==> src/rtl/key_pkg.sv <==
// Shared types and defaults for the push-button mode controller.
package key_pkg;

    // Width of the debounce and hold counters.
    localparam int unsigned CNT_W = 24;

    // Default qualification times, in clock cycles.
    localparam int unsigned DEB_CYCLES_DEF  = 500;
    localparam int unsigned LONG_CYCLES_DEF = 5000;

    // Key qualification FSM states.
    typedef enum logic [1:0] {
        ST_IDLE       = 2'd0,
        ST_PRESS_FILT = 2'd1,
        ST_HELD       = 2'd2,
        ST_REL_FILT   = 2'd3
    } key_state_e;

    // Terminal count for a counter that must see n cycles.
    function automatic logic [CNT_W-1:0] cnt_last(input int unsigned n);
        return CNT_W'(n - 1);
    endfunction

endpackage

==> src/rtl/key_sync.sv <==
// Two-flop synchronizer for a single asynchronous level; clears to 0.
module key_sync (
    input  logic clk,
    input  logic rstn,
    input  logic d_i,
    output logic q_o
);

    logic stage1_q;
    logic stage2_q;

    // Shift the raw level through two flops to settle metastability.
    always_ff @(posedge clk or negedge rstn) begin
        if (!rstn) begin
            stage1_q <= 1'b0;
            stage2_q <= 1'b0;
        end else begin
            stage1_q <= d_i;
            stage2_q <= stage1_q;
        end
    end

    assign q_o = stage2_q;

endmodule

==> src/rtl/key_mode_ctrl.sv <==
// Push-button qualifier: synchronizes and debounces an active-low key,
// produces press/release/long-press strobes and a mode bit that toggles
// on every short press.
module key_mode_ctrl
    import key_pkg::*;
#(
    parameter int unsigned DEB_CYCLES  = DEB_CYCLES_DEF,
    parameter int unsigned LONG_CYCLES = LONG_CYCLES_DEF
) (
    input  logic clk,
    input  logic rstn,
    input  logic key_n,
    output logic mode,
    output logic press_pulse,
    output logic release_pulse,
    output logic long_pulse,
    output logic key_level
);

    localparam logic [CNT_W-1:0] DEB_LAST  = cnt_last(DEB_CYCLES);
    localparam logic [CNT_W-1:0] LONG_LAST = cnt_last(LONG_CYCLES);

    logic key_s;

    key_state_e       state_q;
    logic [CNT_W-1:0] deb_cnt_q;
    logic [CNT_W-1:0] hold_cnt_q;
    logic             long_flag_q;
    logic             mode_q;
    logic             key_level_q;
    logic             press_q;
    logic             release_q;
    logic             long_q;

    // The key is inverted ahead of the synchronizer so that the cleared
    // flops read as "released"; the FSM sees key_s = 1 while pressed.
    key_sync u_sync (
        .clk  (clk),
        .rstn (rstn),
        .d_i  (~key_n),
        .q_o  (key_s)
    );

    // Qualification FSM with registered strobes, level and mode.
    always_ff @(posedge clk or negedge rstn) begin
        if (!rstn) begin
            state_q     <= ST_IDLE;
            deb_cnt_q   <= '0;
            hold_cnt_q  <= '0;
            long_flag_q <= 1'b0;
            mode_q      <= 1'b0;
            key_level_q <= 1'b0;
            press_q     <= 1'b0;
            release_q   <= 1'b0;
            long_q      <= 1'b0;
        end else begin
            press_q   <= 1'b0;
            release_q <= 1'b0;
            long_q    <= 1'b0;

            case (state_q)
                ST_IDLE: begin
                    if (key_s) begin
                        state_q   <= ST_PRESS_FILT;
                        deb_cnt_q <= '0;
                    end
                end

                ST_PRESS_FILT: begin
                    if (!key_s) begin
                        // Bounce: drop back without any strobe.
                        state_q <= ST_IDLE;
                    end else if (deb_cnt_q == DEB_LAST) begin
                        state_q     <= ST_HELD;
                        press_q     <= 1'b1;
                        key_level_q <= 1'b1;
                        hold_cnt_q  <= '0;
                        long_flag_q <= 1'b0;
                    end else begin
                        deb_cnt_q <= deb_cnt_q + 1'b1;
                    end
                end

                ST_HELD: begin
                    if (!key_s) begin
                        state_q   <= ST_REL_FILT;
                        deb_cnt_q <= '0;
                    end else begin
                        // long_flag limits the strobe to once per press,
                        // even across release bounces.
                        if ((hold_cnt_q == LONG_LAST) && !long_flag_q) begin
                            long_q      <= 1'b1;
                            long_flag_q <= 1'b1;
                        end
                        if (hold_cnt_q != LONG_LAST) begin
                            hold_cnt_q <= hold_cnt_q + 1'b1;
                        end
                    end
                end

                ST_REL_FILT: begin
                    if (key_s) begin
                        // Release bounce: resume the hold where it left off.
                        state_q <= ST_HELD;
                    end else if (deb_cnt_q == DEB_LAST) begin
                        state_q     <= ST_IDLE;
                        release_q   <= 1'b1;
                        key_level_q <= 1'b0;
                        if (!long_flag_q) begin
                            mode_q <= ~mode_q;
                        end
                    end else begin
                        deb_cnt_q <= deb_cnt_q + 1'b1;
                    end
                end

                default: begin
                    state_q <= ST_IDLE;
                end
            endcase
        end
    end

    assign mode          = mode_q;
    assign key_level     = key_level_q;
    assign press_pulse   = press_q;
    assign release_pulse = release_q;
    assign long_pulse    = long_q;

endmodule

==> config.mk <==
export PLATFORM = sky130hd
export DESIGN_NAME = key_mode_ctrl
export DESIGN_NICKNAME = d
export VERILOG_FILES = /design/src/rtl/key_pkg.sv /design/src/rtl/key_sync.sv /design/src/rtl/key_mode_ctrl.sv
export SDC_FILE = /design/constraint.sdc
export NUM_CORES = 1
export LEC_CHECK = 0
export ABC_AREA = 1
export CAP_MARGIN = 20
export CELL_PAD_IN_SITES_DETAIL_PLACEMENT = 1
export CELL_PAD_IN_SITES_GLOBAL_PLACEMENT = 1
export CORE_ASPECT_RATIO = 1.25
export CORE_MARGIN = 2
export CORE_UTILIZATION = 40
export CTS_CLUSTER_DIAMETER = 200
export DETAILED_ROUTE_END_ITERATION = 8
export PLACE_DENSITY = 0.75
export SLEW_MARGIN = 5
export SYNTH_ARGS = -nofsm -noshare
export SYNTH_HDL_FRONTEND = slang
export SYNTH_SLANG_ARGS = --single-unit
==> constraint.sdc <==
create_clock -name clk -period 3.2 [get_ports clk]
set_input_delay 0.64 -clock clk [delete_from_list [all_inputs] [get_ports clk]]
set_output_delay 0.64 -clock clk [all_outputs]
set_load 0.02 [all_outputs]
==> run summary, run 1 <==
Worst Setup End Kind: flip-flop
CTS tree: built
Final Cycle Share: 0.8401
first-pass GRT wire length: 19720 um
Clock Tree Root: clkbuf_16
critical path class: flip-flop to flip-flop
Chip Height: 114.3 um
Worst-path clk slew: 0.06 ns
Synth Net Count: 599
drt initial violations: 102
Std-Cell Rows: 40
I/O Buffers: 7
Post-CTS Setup Inserts: 0
DR vias/cell: 5.099
worst slew pin tran: 0.8590 ns
Placed Instances: 720
synth warn: 0
Total Routed Length: 11810 um
initial antenna violation count: 0
TritonCTS Sinks: 58
Avg Cell Area, Syn: 6.559 um^2
register area share after synthesis: 0.3725
synthesized area: 0.003896 mm^2
Resized cells post-CTS: 0
P per Cell Area: 427.0 mW/mm^2
I/O pin count: 8
diode count: 0
die area: 0.01055 mm^2
# setup viols final: 0
DP Wirelength: 8881 um
Netlist cell types: 32
Setup Skew: 0.005007 ns
Multi-input gate area: 0.002161 mm^2
Gate Count Post-Synth: 594
asr flop ratio synth: 1.000
Top FF cell, synth: dfrtp_1
total number of vias: 3758
Hold Slack: 0.2794 ns
final total power: 0.001879 W
FMAX: 0.3720 GHz
fin util: 0.4603
count leader, synth: nand2_1
RSZ-0062 raised after global routing: no
layout cells sized above 1: 0.09656
Startpoint Class: flip-flop
synth cell count leaders: nand2_1 (225), nor2_1 (105), dfrtp_1 (58)
Hold-fix buffers, CTS: 0
Reg area: 0.001451 mm^2
drc violations: 0
Post-synth EDFFs: 0
status: completed
total gr overflow: 0
CP required: 3.41 ns
clock buffer count from CTS: 9
leakage power: 1.990 nW
final worst path period need: 2.688 ns
Max Root-Sink Buffers: 2
Tot GR Track Use: 0.2422
synth top area cells: dfrtp_1 (37%), nand2_1 (22%), nor2_1 (10%), nand3_1 (5.8%), inv_1 (4.9%)
CTS H-tree depth: 3
setup TNS: 0 ns
share of the synthesized area in the top cell type: 0.3725
core area: 0.009559 mm^2
maxcap violations: 0
Slew headroom: 0.4252
area leader, netlist: dfrtp_1
post-route ant nets: 0
vias in the first global route: 3993
Slew Viols, Final: 0
gpl congestion: 0.8714
routed length per instance: 16.03 um
Post-Layout Cell Count: 737
nets: 611
TritonRoute pass-1 iters: 4
Initial Utilization: 0.4076
critical path arrival: 2.90 ns
clk_lat worst skew: 0.34 ns
fillers: 1304
Die X: 92.28 um
synth-to-layout area growth: 12.94%
largest net degree at the start of global routing: 45
CP Max Fanout: 20
register bit total from synthesis: 58
Fin. Hold Viols: 0
Worst VDD drop: 0.0002553 V
min-delay worst type: input pin to async pin
## kinds of logic after synthesis
kind of cell | share of synthesized area
flops | 0.3725
xor+xnor | 0.04046
fa+ha+maj | 0.006422
compound gates | 0.05363
simple gates | 0.4541
buf+inv | 0.07290
## through the flow
step	worst slack, ns	instance area, um^2
after detailed placement	0.5528	4060
after CTS	0.5069	4380
after global routing	0.2748	4400
after floorplan	1.566	3896
after global placement	0.6660	4060
final	0.5118	4400
## worst paths after layout
path / startpoint / to / slack (ns) / depth (start not counted)
max: state_q[0] / hold_cnt_q[21] / 0.51 / 7
min: rstn / hold_cnt_q[2] / 0.28 / 1
max reg2reg: state_q[0] / hold_cnt_q[21] / 0.51 / 7
min reg2reg: u_sync.stage1_q / u_sync.q_o / 0.35 / 0
max in group asynchronous: rstn / deb_cnt_q[11] / 2.28 / 3
min in group clk: u_sync.stage1_q / u_sync.q_o / 0.35 / 0
## report_power, final
part | internal [W] | leakage, nW | total [W] | switching [W]
clock | 0.000700 | 0.156 | 0.00106 | 0.000363
combinational | 0.0000161 | 1.03 | 0.0000657 | 0.0000496
sequential | 0.000740 | 0.802 | 0.000750 | 0.00000955
total | 0.00146 | 1.99 | 0.00188 | 0.000423
## placed cells by master, fill, tap and decap left out, types with 2 or more instances in the layout
master	count
clkbuf_16	9
xnor2_1	5
nand4_1	8
nand2_1	225
xor2_1	13
nand2_2	12
clkdlybuf4s50_1	6
nand3b_1	2
ha_1	2
or2_2	2
o21ai_1	3
inv_2	2
nor2_1	105
clkinv_2	2
nand3_2	4
o21ai_0	14
bufinv_16	2
nand3_1	45
o21bai_1	2
buf_4	3
inv_1	51
nor2_2	5
nor3_1	7
o21ai_2	11
dfrtp_1	58
## sequential cells by signal (all words and copies together) (netlist names), named ones only
name / count
key_level: 1
deb_cnt_q: 24
press_pulse: 1
release_pulse: 1
state_q: 1
long_flag_q: 1
u_sync.stage1_q: 1
hold_cnt_q: 24
u_sync.q_o: 1
long_pulse: 1
mode: 1
## worst max-delay path: stages (launching register included)
cell and delay [ns]:
dfrtp_1 0.57, nor2_4 0.46, inv_1 0.31, a21oi_1 0.29, nand3_2 0.37, buf_4 0.38, nand2_2 0.11, o21ai_2 0.06
## layer usage
metal	track usage	vias to the layer above	share of wire
met5	0	-	0
met1	0.2447	1822	0.39
met2	0.4794	32	0.56
met3	0.04345	27	0.018
li1	-	1877	-
met4	0.1045	0	0.032
## cell type report
cell class,count,area share
well taps,126,0.03583
repair buffers,11,0.02445
flip-flops and latches,58,0.3298
clock inverters,5,0.01763
clock buffers,11,0.05516
multi-input cells,472,0.4910
inverters,54,0.04606
Note: power is estimated with default switching activity, not from simulation.
==> inputs of run 2 (changes only) <==
--- a/config.mk
+++ b/config.mk
@@ -14,7 +14,7 @@
 export CORE_UTILIZATION = 40
 export CTS_CLUSTER_DIAMETER = 200
 export DETAILED_ROUTE_END_ITERATION = 8
-export PLACE_DENSITY = 0.75
+export PLACE_DENSITY = 0.78
 export SLEW_MARGIN = 5
 export SYNTH_ARGS = -nofsm -noshare
 export SYNTH_HDL_FRONTEND = slang
==> constraint.sdc (replaced) <==
create_clock -name clk -period 2.2 [get_ports clk]
set_input_delay 0.44 -clock clk [delete_from_list [all_inputs] [get_ports clk]]
set_output_delay 0.44 -clock clk [all_outputs]
set_load 0.02 [all_outputs]
==> run 2 against run 1 <==
Global-route usage is essentially flat. Sequential power rose by 45%. Register-to-register slack got worse by 0.26 ns. Count of clock-buffer cells in the layout rose by 1. Non-clock buffer count increased by 4. Flip-flop and latch count unchanged. First-iteration DRC count is 4.9% higher. Setup slack got worse by 0.26 ns. Clock power grew 32%.
==> run summary, run 2 (synthesis results as in run 1) <==
Setup Skew: 0.007179 ns (+0.002172 ns)
TritonRoute pass-1 iters: 4 (unchanged)
I/O Buffers: 7 (unchanged)
I/O pin count: 8 (unchanged)
drt initial violations: 107 (+4.9%)
layout cells sized above 1: 0.1010 (+0.004414)
most common cell after layout, fill and taps aside: nand2_1
Total Routed Length: 11640 um (-1.5%)
CP Max Fanout: 22 (+10%)
total gr overflow: 0 (unchanged)
Chip Height: 114.3 um (unchanged)
most frequent cells in the layout: nand2_1 (225), nor2_1 (104), dfrtp_1 (58)
diode count: 0 (unchanged)
# setup viols final: 0 (unchanged)
status: completed
largest registers: deb_cnt_q: 24 flops, hold_cnt_q: 24 flops
DR vias/cell: 5.161 (+1.2%)
final worst path period need: 1.949 ns (-0.7388 ns)
Slew Viols, Final: 0 (unchanged)
DP Area: 0.004110 mm^2 (+1.2%)
maxcap violations: 0 (unchanged)
CP required: 2.46 ns (-0.95 ns)
Worst-path clk slew: 0.05 ns (about the same)
critical path class: flip-flop to flip-flop
setup TNS: 0 ns (unchanged)
Slew headroom: 0.4549 (+0.02963)
total number of vias: 3819 (+1.6%)
Clock Tree Root: clkbuf_16
min-delay worst type: input pin to async pin
CTS H-tree depth: 3 (unchanged)
Max Root-Sink Buffers: 2 (unchanged)
Hold Slack: 0.09769 ns (-0.1817 ns)
Fin. Hold Viols: 0 (unchanged)
Initial Utilization: 0.4076 (unchanged)
CTS tree: built
DP Wirelength: 8587 um (-3.3%)
Worst Setup End Kind: flip-flop
final total power: 0.002593 W (+38%)
Worst VDD drop: 0.0004170 V (+63%)
initial antenna violation count: 0 (unchanged)
leakage power: 1.998 nW (+0.38%)
nets: 615 (+0.65%)
RSZ-0062 raised after global routing: no
Std-Cell Rows: 40 (unchanged)
Multi-input gate area: 0.002163 mm^2 (+0.12%)
gpl congestion: 0.8664 (-0.57%)
post-route ant nets: 0 (unchanged)
fillers: 1278 (-2.0%)
die area: 0.01055 mm^2 (unchanged)
FMAX: 0.5130 GHz (+38%)
P per Cell Area: 589.4 mW/mm^2 (+38%)
largest net degree at the start of global routing: 59 (+31%)
Tot GR Track Use: 0.2417 (-0.0004820)
vias in the first global route: 4147 (+3.9%)
Die X: 92.28 um (unchanged)
critical path arrival: 2.21 ns (-0.69 ns)
worst slew pin tran: 0.8147 ns (-0.04428 ns)
synth-to-layout area growth: 12.91% (about the same)
TritonCTS Sinks: 58 (unchanged)
drc violations: 0 (unchanged)
routed length per instance: 15.73 um (-1.9%)
first-pass GRT wire length: 19560 um (-0.81%)
Startpoint Class: flip-flop
Final Cycle Share: 0.8861 (+0.04604)
Reg area: 0.001451 mm^2 (unchanged)
Final Cell Area: 0.004399 mm^2 (about the same)
clk_lat worst skew: 0.34 ns (about the same)
clock buffer count from CTS: 9 (unchanged)
core area: 0.009559 mm^2 (unchanged)
## run 2: cell types whose count changed in the layout (fill, tap and decap cells not counted)
cell        before  now
clkinvlp_4       1    0
clkbuf_1         1    2
nor2_2           5    6
nor2_1         105  104
buf_4            3    7
bufinv_16        2    1
## run 2: metal layers
layer,GRT usage,vias to the layer above,share of wire
li1,-,1877,-
met1,0.2395,1858,0.39
met2,0.4647,48,0.55
met3,0.05201,36,0.020
met4,0.1303,0,0.041
met5,0,-,0
## run 2: worst max-delay path, cell delays in order, from the launching register on
cell	delay [ns]
dfrtp_1	0.47
ha_1	0.33
inv_1	0.09
nor2_1	0.10
nand3b_1	0.08
nor2_1	0.15
nand2_1	0.10
nand3_2	0.09
buf_4	0.28
nand2_1	0.10
o21ai_0	0.08
## run 2: worst paths after layout
check,start,cells past startpoint,slack (ns),endpoint
max in group asynchronous,rstn,2,1.80,deb_cnt_q[16]
worst min register to register,u_sync.stage1_q,0,0.36,u_sync.q_o
worst min-delay path,rstn,2,0.1,hold_cnt_q[13]
worst max register to register,hold_cnt_q[0],10,0.25,hold_cnt_q[11]
min in group clk,u_sync.stage1_q,0,0.36,u_sync.q_o
worst max-delay path,hold_cnt_q[0],10,0.25,hold_cnt_q[11]
## run 2: what timing repair did
action                     4_1_cts  5_1_grt
buffers inserted                 0        0
resized for setup                0        1
setup endpoints to repair        0        1
hold buffers                     0        0
## run 2: through the flow
stage | utilization | instances | worst slack [ns]
final | 0.4602 | 740 | 0.2506
after global placement | 0.4300 | 725 | 0.2936
after global routing | 0.4602 | 740 | 0.06948
after floorplan | - | 594 | 0.5658
after CTS | 0.4599 | 740 | 0.1796
after detailed placement | 0.4300 | 725 | 0.1878
## run 2: power breakdown
part / leakage (nW) / switching [W] / internal [W] / total (W)
clock: 0.142 / 0.000506 / 0.000897 / 0.00140
sequential: 0.802 / 0.00000982 / 0.00108 / 0.00109
combinational: 1.05 / 0.0000777 / 0.0000250 / 0.000103
## run 2: cell type report
| class | instances | area share |
|---|---|---|
| Multi-Input combinational cell | 472 | 0.4918 |
| Sequential cell | 58 | 0.3299 |
| Clock buffer | 12 | 0.05603 |
| Inverter | 54 | 0.04607 |
| Tap cell | 126 | 0.03584 |
| Timing Repair Buffer | 15 | 0.03129 |
| Clock inverter | 3 | 0.009101 |
==> inputs of run 3 (changes only) <==
--- a/config.mk
+++ b/config.mk
@@ -9,8 +9,7 @@
 export CAP_MARGIN = 20
 export CELL_PAD_IN_SITES_DETAIL_PLACEMENT = 1
 export CELL_PAD_IN_SITES_GLOBAL_PLACEMENT = 1
-export CORE_ASPECT_RATIO = 1.25
-export CORE_MARGIN = 2
+export CORE_MARGIN = 3
 export CORE_UTILIZATION = 40
 export CTS_CLUSTER_DIAMETER = 200
 export DETAILED_ROUTE_END_ITERATION = 8
==> run 3 against run 2 <==
Fmax up 0.17%. Critical path depth down 1. Cell count up 0.95%. Die area up 3.9%. Critical path type unchanged.
==> run summary, run 3 (synthesis results as in run 1) <==
status: completed
final worst path period need: 1.946 ns (-0.003321 ns)
Setup Skew: 0.01511 ns (+0.007926 ns)
most common cell after layout, fill and taps aside: nand2_1
Hold-fix buffers, CTS: 0 (unchanged)
drc violations: 0 (unchanged)
routed length per instance: 14.59 um (-7.3%)
clk_lat worst skew: 0.36 ns (+0.02 ns)
I/O Buffers: 7 (unchanged)
# setup viols final: 0 (unchanged)
DR vias/cell: 5.020 (-2.7%)
RSZ-0062 raised after global routing: no
first-pass GRT wire length: 19130 um (-2.2%)
TritonCTS Sinks: 58 (unchanged)
Slew headroom: 0.4388 (-0.01610)
die area: 0.01096 mm^2 (+3.9%)
diode count: 0 (unchanged)
critical path arrival: 2.16 ns (-0.05 ns)
PnR worst setup slack: 0.2539 ns (+0.003321 ns)
Final Cycle Share: 0.8846 (-0.001510)
synth-to-layout area growth: 10.79%
clock buffer count from CTS: 9 (unchanged)
pre-CTS setup slack: 0.2301 ns (+0.04239 ns)
min-delay worst type: input pin to async pin
Die X: 104.7 um (+13%)
Startpoint Class: flip-flop
leakage power: 1.959 nW (-1.9%)
gpl congestion: 0.8705 (+0.47%)
largest net degree at the start of global routing: 30 (-49%)
drt initial violations: 88 (-18%)
CP bufs+invs: 3 (+1)
nets: 618 (+0.49%)
vias in the first global route: 4068 (-1.9%)
FMAX: 0.5139 GHz (+0.17%)
layout cells sized above 1: 0.1084 (+0.007437)
Worst R2R Setup Slack: 0.25 ns (about the same)
Post-CTS Setup Inserts: 0 (unchanged)
most frequent cells in the layout: nand2_1 (225), nor2_1 (105), dfrtp_1 (58)
P per Cell Area: 486.9 mW/mm^2 (-17%)
fillers: 1296 (+1.4%)
Most common cell on crit path: buf_4
initial antenna violation count: 0 (unchanged)
total number of vias: 3750 (-1.8%)
Worst Setup End Kind: flip-flop
final total power: 0.002102 W (-19%)
Worst-path clk slew: 0.08 ns (+0.03 ns)
Post-Layout Cell Count: 747 (+0.95%)
Max Root-Sink Buffers: 2 (unchanged)
Chip Height: 104.7 um (-8.4%)
CTS H-tree depth: 3 (unchanged)
setup TNS: 0 ns (unchanged)
I/O pin count: 8 (unchanged)
FF-to-FF path depth: 9 (-1)
Worst VDD drop: 0.0002749 V (-34%)
largest registers: deb_cnt_q: 24 flops, hold_cnt_q: 24 flops
Std-Cell Rows: 35 (-13%)
Resized cells post-CTS: 0 (unchanged)
Clock Tree Root: clkbuf_8
TritonRoute pass-1 iters: 4 (unchanged)
critical path class: flip-flop to flip-flop
worst slew pin tran: 0.8387 ns (+0.02406 ns)
Initial Utilization: 0.4158 (+0.008163)
CP required: 2.42 ns (-0.04 ns)
worst r2r dst: hold_cnt_q[1]
maxcap violations: 0 (unchanged)
Tot GR Track Use: 0.2162 (-0.02555)
Total Routed Length: 10900 um (-6.4%)
CTS tree: built
post-route ant nets: 0 (unchanged)
Worst path slowest cell: dfrtp_1
total gr overflow: 0 (unchanged)
Placed Instances: 731 (+0.83%)
cell family with most CP delay: buffers and inverters
core area: 0.009371 mm^2 (-2.0%)
CP Max Fanout: 27 (+23%)
Worst path depth: 9 (-1)
Fin. Hold Viols: 0 (unchanged)
Slew Viols, Final: 0 (unchanged)
worst-path cell chain: inv_2, nor2_4, buf_4, nand3b_1, nor2_1, nand2_1, nand3_2, buf_4, o21ai_0
max incr delay on CP: 0.39 ns (-0.08 ns)
DP Wirelength: 8369 um (-2.5%)
## run 3: changes by cell type in the layout (fill, tap and decap cells not counted), sizes merged
cell,change
clkbuf,-2
clkinv,+2
buf,+3
bufinv,-1
clkinvlp,+2
## run 3: through the flow
step / instance area (um^2) / hold slack (ns) / util
detailed placement: 4136 / 0.3450 / 0.4414
global route: 4317 / 0.06577 / 0.4606
finish: 4317 / 0.03392 / 0.4606
floorplan: 3896 / 0.1444 / -
CTS: 4317 / 0.04074 / 0.4606
global placement: 4136 / 0.3378 / 0.4414
## run 3: area by class of cell
cell class / count / area, um^2 / area share
multi-input combinational: 472 / 2161 / 0.5006
timing repair buffer: 18 / 160.2 / 0.03710
tap: 129 / 161.4 / 0.03739
sequential: 58 / 1451 / 0.3362
clock inverter: 6 / 42.54 / 0.009855
clock buffer: 10 / 137.6 / 0.03188
inverter: 54 / 202.7 / 0.04696
## run 3: how the worst max path moves through the flow
stage | start | end | slack, ns
2_1_floorplan | hold_cnt_q[0] | hold_cnt_q[21] | 0.57
3_3_place_gp | flip-flop | hold_cnt_q[11] | 0.28
3_5_place_dp | hold_cnt_q[0] | hold_cnt_q[1] | 0.23
4_1_cts | flip-flop | hold_cnt_q[1] | 0.20
5_1_grt | hold_cnt_q[0] | hold_cnt_q[1] | 0.05
6_report | flip-flop | hold_cnt_q[1] | 0.25
## run 3: routing by layer
metal  share of wire  up-vias  routed length, um  track usage
li1                -     1894                  -            -
met1            0.43     1810               4682       0.2414
met2            0.53       26               5787       0.4082
met3           0.013       20                145      0.03088
met4           0.026        0                282      0.08903
met5               0        -                  0            0
## run 3: worst reg2reg max path, stage by stage (launching register included)
cell      delay [ns]
dfrtp_1         0.39
inv_2           0.08
nor2_4          0.08
buf_4           0.24
nand3b_1        0.10
nor2_1          0.20
nand2_1         0.14
nand3_2         0.11
buf_4           0.33
o21ai_0         0.14
## run 3: where the power goes
group          total, W  internal [W]  switching (W)
logic          0.000103     0.0000257      0.0000772
registers       0.00108       0.00107     0.00000978
clock network  0.000914      0.000438       0.000476
total           0.00210       0.00154       0.000563
